File: src/rtl/pfiform_join_arb.sv
// pfiform_join_arb
//   Two-requester burst arbiter feeding the PFIFORM join port. The arbiter
//   grants one requester at a time and holds that grant for the whole burst.
//   Accepted beats are registered onto JoinEnable/JoinAmout/JoinData one
//   cycle after acceptance. When a burst ends and the other requester is
//   already waiting, ownership passes straight across without an idle cycle.
//
//   Optional feature macro: PFIFORM_ARB_BEATCAP_EN
//     When defined, an owner that has sent MAX_BEATS beats hands over to a
//     waiting requester even if its burst has not ended.
//
// Ports
//   i_core_clk                 clock (rising edge)
//   i_rx_rst                   asynchronous reset, active high
//   i_reqN_valid/last/amount/data   requester N beat (N = 0,1)
//   o_reqN_ready               beat from requester N accepted this cycle
//   JoinPermit                 PFIFORM will accept a beat driven next cycle
//   JoinEnable/JoinAmout/JoinData   registered beat to PFIFORM
//   o_grant                    one-hot current owner, 0 when idle
module pfiform_join_arb #(
  parameter int DATA_W    = 96,
  parameter int AMT_W     = 4,
  parameter int MAX_BEATS = 16
) (
  input  logic              i_core_clk,
  input  logic              i_rx_rst,
  input  logic              i_req0_valid,
  input  logic              i_req0_last,
  input  logic [AMT_W-1:0]  i_req0_amount,
  input  logic [DATA_W-1:0] i_req0_data,
  output logic              o_req0_ready,
  input  logic              i_req1_valid,
  input  logic              i_req1_last,
  input  logic [AMT_W-1:0]  i_req1_amount,
  input  logic [DATA_W-1:0] i_req1_data,
  output logic              o_req1_ready,
  input  logic              JoinPermit,
  output logic              JoinEnable,
  output logic [AMT_W-1:0]  JoinAmout,
  output logic [DATA_W-1:0] JoinData,
  output logic [1:0]        o_grant
);

  typedef enum logic [1:0] {IDLE, OWN0, OWN1} state_t;

  state_t r_state, w_state_nxt;
  logic   r_rr, w_rr_nxt;

  logic   w_acc0, w_acc1, w_acc, w_acc_last, w_other_vld;
  state_t w_own_other;

  // Readiness depends only on ownership and the downstream permit, so a
  // non-owner never sees ready and IDLE never accepts.
  assign o_req0_ready = (r_state == OWN0) & JoinPermit;
  assign o_req1_ready = (r_state == OWN1) & JoinPermit;

  assign w_acc0     = i_req0_valid & o_req0_ready;
  assign w_acc1     = i_req1_valid & o_req1_ready;
  assign w_acc      = w_acc0 | w_acc1;
  assign w_acc_last = (w_acc0 & i_req0_last) | (w_acc1 & i_req1_last);

  // Waiting status of the requester that does not currently own the port.
  assign w_other_vld = (r_state == OWN0) ? i_req1_valid : i_req0_valid;
  assign w_own_other = (r_state == OWN0) ? OWN1 : OWN0;

  assign o_grant = {r_state == OWN1, r_state == OWN0};

`ifdef PFIFORM_ARB_BEATCAP_EN
  localparam int CNT_W = $clog2(MAX_BEATS + 1);

  logic [CNT_W-1:0] r_cnt, w_cnt_nxt;
  logic             w_cap_hit;

  // This accept is the MAX_BEATS-th beat of the current ownership.
  assign w_cap_hit = w_acc & (r_cnt == CNT_W'(MAX_BEATS - 1));
`endif

  always_comb begin
    w_state_nxt = r_state;
    w_rr_nxt    = r_rr;
    case (r_state)
      IDLE: begin
        if (i_req0_valid && i_req1_valid) w_state_nxt = r_rr ? OWN1 : OWN0;
        else if (i_req0_valid)            w_state_nxt = OWN0;
        else if (i_req1_valid)            w_state_nxt = OWN1;
      end
      OWN0, OWN1: begin
        if (w_acc_last) begin
          // Preference moves to the other side; hand over directly if it waits.
          w_rr_nxt    = (r_state == OWN0);
          w_state_nxt = w_other_vld ? w_own_other : IDLE;
        end
`ifdef PFIFORM_ARB_BEATCAP_EN
        else if (w_cap_hit && w_other_vld) begin
          w_rr_nxt    = (r_state == OWN0);
          w_state_nxt = w_own_other;
        end
`endif
      end
      default: w_state_nxt = IDLE;
    endcase
  end

`ifdef PFIFORM_ARB_BEATCAP_EN
  // Counter restarts on any ownership change and also when the cap is hit
  // with nobody waiting, so the owner gets a fresh quota.
  always_comb begin
    w_cnt_nxt = r_cnt;
    if (w_state_nxt != r_state) w_cnt_nxt = '0;
    else if (w_acc)             w_cnt_nxt = w_cap_hit ? '0 : r_cnt + CNT_W'(1);
  end

  always_ff @(posedge i_core_clk or posedge i_rx_rst) begin
    if (i_rx_rst) r_cnt <= '0;
    else          r_cnt <= w_cnt_nxt;
  end
`endif

  always_ff @(posedge i_core_clk or posedge i_rx_rst) begin
    if (i_rx_rst) begin
      r_state <= IDLE;
      r_rr    <= 1'b0;
    end else begin
      r_state <= w_state_nxt;
      r_rr    <= w_rr_nxt;
    end
  end

  // Output beat register: strobe pulses per accept, payload holds otherwise.
  always_ff @(posedge i_core_clk or posedge i_rx_rst) begin
    if (i_rx_rst) begin
      JoinEnable <= 1'b0;
      JoinAmout  <= '0;
      JoinData   <= '0;
    end else begin
      JoinEnable <= w_acc;
      if (w_acc0) begin
        JoinAmout <= i_req0_amount;
        JoinData  <= i_req0_data;
      end else if (w_acc1) begin
        JoinAmout <= i_req1_amount;
        JoinData  <= i_req1_data;
      end
    end
  end

endmodule
File: config.mk
export PLATFORM = sky130hd
export DESIGN_NAME = pfiform_join_arb
export DESIGN_NICKNAME = d
export VERILOG_FILES = /design/src/rtl/pfiform_join_arb.sv
export SDC_FILE = /design/constraint.sdc
export NUM_CORES = 1
export LEC_CHECK = 0
export CAP_MARGIN = 30
export CORE_AREA = 2 2 121 123
export CTS_BUF_LIST = sky130_fd_sc_hd__clkbuf_2 sky130_fd_sc_hd__clkbuf_4 sky130_fd_sc_hd__clkbuf_8
export DETAILED_ROUTE_END_ITERATION = 8
export DIE_AREA = 0 0 123 125
export PLACE_DENSITY = 0.82
export REMOVE_ABC_BUFFERS = 1
export SLEW_MARGIN = 10
export SYNTH_ARGS = -nofsm -noshare
export SYNTH_HDL_FRONTEND = slang
export SYNTH_SLANG_ARGS = --single-unit
export TNS_END_PERCENT = 5
File: constraint.sdc
create_clock -name i_core_clk -period 8.1 [get_ports i_core_clk]
set_clock_uncertainty 0.2 [all_clocks]
set_input_delay 0.81 -clock i_core_clk [delete_from_list [all_inputs] [get_ports i_core_clk]]
set_output_delay 0.81 -clock i_core_clk [all_outputs]
set_load 0.05 [all_outputs]
* Word level (Yosys, flattened, before mapping)
Cells that the tools add are included.
** Cells by class
- Eq/ne operators :: 4
- Muxes and demuxes :: 13
- Bitwise operators :: 8
- Reductions and logical operators :: 6
** Operator list (number)
- 2-to-1 mux 96 bit :: 2
- 2-to-1 mux 2 bit :: 7
- 2-to-1 mux 4 bit :: 2
- bitwise AND 1 bit :: 6
- != test 4 bit (second input constant) :: 1
- one-hot mux 2 bit (2 select lines) :: 1
- AND reduction 2 bit :: 2
- == test 2 x 1 -> 1 bit (second input constant) :: 1
- == test 2 bit (second input constant) :: 1
- zero test 2 bit :: 1
- != test 2 bit (second input constant) :: 1
- bitwise OR 1 bit :: 2
- nonzero test 2 bit :: 1
- OR reduction 2 bit :: 1
- logical AND 1 bit :: 1
- 2-to-1 mux 1 bit :: 1
** Word-level totals
- Flip-flop bits (word level) :: 104
- Input bits :: 207
- Output and inout bits :: 105
- Logic and storage cells :: 36

* Logic depth before layout (Yosys ltp)
Gate-level depths: netlist (run 1).
- Depth in word-level cells :: 7
- Depth in mapped cells :: 8
- Depth with buffers taken out :: 5

* Least setup slack after synthesis (run 1)
No wires, ideal clock.
- Kind :: register to output
- From :: register r_state[1]
- To :: output o_req0_ready
- Arrival :: 1521 ps
- Required time :: 7090 ps
- Slack :: 5569 ps
- Cell stages (with the launch flop) :: 4
- Buffers on the path :: 0
- Path through :: dfrtp_1 > inv_1 > ha_1 > and2_1
** Between the ends
- Cells in the longest elaborated chain, start to end :: 2
** Ends and longest elaborated chain
- start, declared :: RTL line 46 : state_t r_state, w_state_nxt;
- start signal, assigned :: RTL line 124 : r_state <= w_state_nxt;
- == test 2 x 1 -> 1 bit
- named net o_grant[0] :: RTL line 41 : output logic [1:0] o_grant
- bitwise AND 1 bit :: RTL line 54 : assign o_req0_ready = (r_state == OWN0) & JoinPermit;
- end, declared :: RTL line 31 : output logic o_req0_ready,
The timed path passes the listed nets, and every way through them passes these cells.

* Worst setup path in the final report (run 1)
- From :: input JoinPermit
- To :: output o_req1_ready
** Between the ends
- Cells in the longest elaborated chain, start to end :: 1
** Ends and longest elaborated chain
- start, declared :: RTL line 37 : input logic JoinPermit,
- bitwise AND 1 bit :: RTL line 55 : assign o_req1_ready = (r_state == OWN1) & JoinPermit;
- end, declared :: RTL line 36 : output logic o_req1_ready,
No other way between the ends.

==> results of run 1 <==
[power by group]
| part | total, uW | leakage (uW) | switching, uW | internal (uW) |
|---|---|---|---|---|
| Sequential | 889 | 0.00130 | 131 | 758 |
| Combinational | 1870 | 0.00251 | 1200 | 668 |
| Clock | 341 | 0.000110 | 175 | 166 |
[stage by stage]
step | cell area, um^2 | hold slack (ps)
6_report | 8330 | 334
5_1_grt | 8330 | 357
4_1_cts | 8270 | 339
3_5_place_dp | 8060 | 316
3_3_place_gp | 8060 | 326
2_1_floorplan | 4680 | 289
[critical path, delay by kind of cell]
kind / cells / cell delay, ps
AND/OR/NAND/NOR: 1 / 190
buffers and inverters: 2 / 1420
[layout by cell type, fill, tap and decap left out, drive strengths merged, types with 3 or more instances in the layout]
master | Yosys | final
nand2 | 100 | 100
buf | 24 | 5
mux2i | 100 | 100
dfrtp | 104 | 104
o21ai | 101 | 101
clkdlybuf4s50 | 0 | 311
clkbuf | 9 | 13
inv | 3 | 3
ha | 4 | 4
[cells by family (layout without fill, tap and decap cells)]
group	after synthesis	after routing	synth area share [%]
flops	104	104	51.5
mux	101	101	20.0
simple gates	111	111	8.92
fa+ha+maj	4	4	0.991
buf+inv	36	335	7.51
compound gates	108	108	11.0
[per-layer routing]
metal  track usage [%]  vias to the layer above  routed length (um)
li1                  -                     2186                   -
met1              22.2                     2032                5760
met2              32.6                      187                7320
met3              5.20                       14                1300
met4              5.01                        0                 180
met5                 0                        -                   0
[cell usage after synthesis]
cell type | number | area share [%]
a21oi_1 | 1 | 0.099
dfrtp_1 | 104 | 52
a21o_1 | 1 | 0.15
nor3b_1 | 1 | 0.15
buf_2 | 2 | 0.20
o32ai_1 | 2 | 0.35
inv_1 | 3 | 0.22
mux2_2 | 1 | 0.22
a31oi_1 | 1 | 0.12
mux2i_1 | 100 | 20
nand2_1 | 100 | 7.4
nand3_1 | 1 | 0.099
nand2b_1 | 2 | 0.25
and2b_1 | 1 | 0.15
buf_6 | 3 | 0.67
o21ai_0 | 72 | 7.1
buf_8 | 18 | 5.4
and3_4 | 1 | 0.22
buf_12 | 1 | 0.40
nand4_1 | 2 | 0.25
clkbuf_1 | 9 | 0.67
ha_1 | 4 | 0.99
and3_1 | 1 | 0.12
and2_1 | 2 | 0.25
a21boi_0 | 2 | 0.30
o21ai_1 | 29 | 2.9
[sequential cells by signal, indices dropped and copies added (netlist names)]
signal	count
r_rr	1
r_state	2
JoinData	96
JoinEnable	1
JoinAmout	4
[cell type report]
class	count	share of cell area (%)
tap	184	2.77
clock buffer	13	2.00
timing repair buffer	316	38.3
inverter	3	0.165
clock inverter	3	0.481
sequential	104	31.3
multi-input combinational	324	25.0
[worst min path at each step]
| stage | to | cells past startpoint |
|---|---|---|
| 4_1_cts | r_rr | 1 |
| 3_5_place_dp | r_rr | 1 |
| 6_report | r_rr | 1 |
| 2_1_floorplan | r_rr | 1 |
| 3_3_place_gp | r_rr | 1 |
| 5_1_grt | r_rr | 1 |
==> flow_summary.ini, run 1 <==
[outcome]
status = completed

[detailed_routing]
viasPerCell = 4.67
drc = 0
wl_per_cell_um = 15.4
ant_nets = 0
drt_pass1_iterations = 4
dr.first_iter.drc_count = 226
routed_wl_um = 14600
via_count = 4419

[cells_and_area]
ff_latch_area_mm2 = 0.00260
area_delta_synth_final_pct = 64.8
utilization_pct = 58.6
nets = 969
antenna_cells = 0
drive_gt1_share_pct = 3.28
n_fill_cell = 1222
multiInputGateArea_mm2 = 0.00208
instances_no_fill = 947

[timing]
min_period_over_period_pct = 42.3
tightestPinTransition_ps = 897
finalCriticalPeriod_ps = 3430
max_slew_margin_pct = 40.2
finalMaxSlewViolations = 0
setup_viol = 0
worst_slack_ps = 4670
fmax_mhz = 292
finalHoldViolations = 0
tns_ps = 0
grt_setup_unrepaired = false

[worst_setup_path]
worstSetupEndpoint = o_req1_ready
crit_fanout = 6
crit_chain = clkdlybuf4s50_1 -> and2_1 -> clkdlybuf4s50_1
reg2reg_from = r_state[1]
cp-start-kind = primary input
crit_top_cell = clkdlybuf4s50_1
cp-startpoint = JoinPermit
cp_slowest_cell = clkdlybuf4s50_1
end_kind = primary output
rr_worst_depth = 6
rrSetupSlack_ps = 5220
slowest_delay_ps = 820
cp_data_required_time_ps = 7090
arrival_ps = 2420
r2r-end = JoinAmout[3]
crit_type = in2out

[job]
cap_violations = 0

[place]
dp.cells = 929
dp_hpwl_um = 10500
io_buffers = 311
gp_congestion = 0.802
pre_cts_slack_ps = 4320

[synth]
ys_warn_count = 0
syn_area_mm2 = 0.00505
syn_inst = 464
synth_cell_type_count = 26
ys_seq_elements = 104
synth.avg_cell_area_um2 = 10.9
synth_seq_area_share_pct = 51.5

[floorplan]
die_y_um = 125
die-area_mm2 = 0.0154
start_util_pct = 35.6
die_x_um = 123
placementRows = 44
io-pin-count = 312
core-area_mm2 = 0.0142

[global_route]
antenna_found_initial = 0
grt_pass1_vias = 4504
grt_pass1_wl_um = 22500
grt_usage_pct = 18.6
grt_max_degree = 103
gr-total-overflow = 0

[clocking]
clockBufferDepth = 2
cts_hold_buf = 0
cts_tree = yes
cts.sinks = 104
cts_made_buffers = 9
postCtsSetupRepairBufs = 0
clk_pin_slew_ps = 100
root_buffer = clkbuf_8
cts_resized = 0
clk_latency_ps = 360
htreeDepth = 3

[hold_path]
hp-start = r_rr
hp-class = reg2reg

[pwr]
power_uw = 3100
cellPowerDensity_mw_per_mm2 = 372
irDropWorstVdd_uv = 201
leakagePower_uw = 0.00392
No activity file was read; power rests on OpenSTA's default activity.
==> run 2: changes to the inputs <==
--- a/config.mk
+++ b/config.mk
@@ -6,11 +6,11 @@
 export NUM_CORES = 1
 export LEC_CHECK = 0
 export CAP_MARGIN = 30
-export CORE_AREA = 2 2 121 123
+export CORE_MARGIN = 1.5
+export CORE_UTILIZATION = 35
 export CTS_BUF_LIST = sky130_fd_sc_hd__clkbuf_2 sky130_fd_sc_hd__clkbuf_4 sky130_fd_sc_hd__clkbuf_8
 export DETAILED_ROUTE_END_ITERATION = 8
-export DIE_AREA = 0 0 123 125
-export PLACE_DENSITY = 0.82
+export PLACE_DENSITY = 0.83
 export REMOVE_ABC_BUFFERS = 1
 export SLEW_MARGIN = 10
 export SYNTH_ARGS = -nofsm -noshare
==> constraint.sdc (replaced) <==
create_clock -name i_core_clk -period 2.96 [get_ports i_core_clk]
set_clock_uncertainty 0.2 [all_clocks]
set_input_delay 0.296 -clock i_core_clk [delete_from_list [all_inputs] [get_ports i_core_clk]]
set_output_delay 0.296 -clock i_core_clk [all_outputs]
set_load 0.05 [all_outputs]
==> flow_summary.ini, run 2 (synthesized netlist as in run 1, its figures left out) <==
[clocking]
root_buffer = clkbuf_8
cts_tree = yes
cts_resized = 0
clk_latency_ps = 360
htreeDepth = 3
cts_hold_buf = 1
clockBufferDepth = 2
postCtsSetupRepairBufs = 0
cts.sinks = 104
cts_made_buffers = 9
clk_pin_slew_ps = 100

[global_route]
grt_pass1_wl_um = 22900
grt_max_degree = 66
grt_usage_pct = 19.7
grt_pass1_vias = 4527
antenna_found_initial = 0
gr-total-overflow = 0

[timing]
finalMaxSlewViolations = 0
setup_viol = 0
max_slew_margin_pct = 62.9
finalCriticalPeriod_ps = 2670
grt_setup_unrepaired = false
tightestPinTransition_ps = 554
min_period_over_period_pct = 90.1
finalHoldViolations = 0
tns_ps = 0
fmax_mhz = 375

[detailed_routing]
routed_wl_um = 15200
ant_nets = 0
drt_pass1_iterations = 4
dr.first_iter.drc_count = 151
wl_per_cell_um = 15.9
drc = 0
via_count = 4536
viasPerCell = 4.75

[cells_and_area]
top_register = JoinData
area_delta_synth_final_pct = 67.5
utilization_pct = 60.5
drive_gt1_share_pct = 4.52
largest_register_ffs = 96
nets = 980
layout_commonest_cell = clkdlybuf4s50_1
largestRegisters = JoinData x96, JoinAmout x4, r_state x2
layout_common_cells = 311 x clkdlybuf4s50_1, 104 x dfrtp_1, 100 x mux2i_1, 100 x nand2_1, 72 x o21ai_0
antenna_cells = 0

[worst_setup_path]
end_kind = primary output
cp-start-kind = flop
cp_top_family = buffers and inverters
crit_cells = 4
crit_type = reg2out
crit_fanout = 7
slowest_delay_ps = 800
arrival_ps = 2170
crit_chain = inv_1 -> ha_1 -> and2_1 -> clkdlybuf4s50_1
rr_worst_depth = 6
cp_slowest_cell = clkdlybuf4s50_1
cp_data_required_time_ps = 2460
cp_num_buf_inv = 2

[floorplan]
core-area_mm2 = 0.0140
die_x_um = 123
placementRows = 43
die_y_um = 123
io-pin-count = 312
die-area_mm2 = 0.0152
start_util_pct = 36.1

[pwr]
leakagePower_uw = 0.00400
p_switching_uw = 4150
p_seq_share_pct = 28.7
p_sw_share_pct = 49.0
cellPowerDensity_mw_per_mm2 = 1000
p_clk_share_pct = 10.2
power_uw = 8470
irDropWorstVdd_uv = 505
pwr-share-comb_pct = 61.1
p_int_uw = 4320

[hold_path]
hp-class = in2reg
worstHoldPathCells = 3

[place]
gp_congestion = 0.791
io_buffers = 311
dp_hpwl_um = 11700

[outcome]
status = completed

[job]
cap_violations = 0
## run 2: routing by layer
layer,routed length [um],global-route usage (%)
met1,5780,22.3
met2,7790,35.4
met3,1260,5.35
met4,330,7.40
met5,0,0
## run 2: final timing paths
kind / from / to / slack, ps
max: r_state[1] / o_req0_ready / 290
min: i_req0_data[1] / JoinData[1] / 260
max reg2reg: r_state[0] / JoinData[32] / 670
min reg2reg: r_rr / r_rr / 340
max in group asynchronous: i_rx_rst / JoinData[81] / 1450
min in group asynchronous: i_rx_rst / JoinAmout[2] / 570
## run 2: per-stage QoR
step,setup WS (ps),hold slack (ps),area [um^2],cells
floorplan,-2760,213,4680,431
global route,154,257,8460,954
CTS,251,232,8460,954
detailed placement,486,312,8260,937
global placement,595,309,8260,937
finish,294,257,8460,954
## run 2: area by class of cell
cell class	count	area, um^2
Sequential cell	104	2600
Tap cell	180	225
Multi-Input combinational cell	324	2080
Timing Repair Buffer	327	3350
Clock buffer	13	173
Clock inverter	3	15.0
Fill cell	1187	5530
Inverter	3	13.8
## run 2: power groups by stage
stage          Clock, uW  Sequential (uW)  Combinational, uW
3_5_place_dp           0             2470               5210
3_3_place_gp           0             2430               5130
4_1_cts              896             2440               5220
6_report             860             2430               5180
2_1_floorplan          0             4670               1050
5_1_grt              960             2510               5450
## run 2: worst min-delay path: cells and delay by family
kind / cells / cell delay, ps
AND/OR/NAND/NOR: 1 / 50
AO/OA/AOI/OAI: 1 / 50
buffers and inverters: 1 / 390
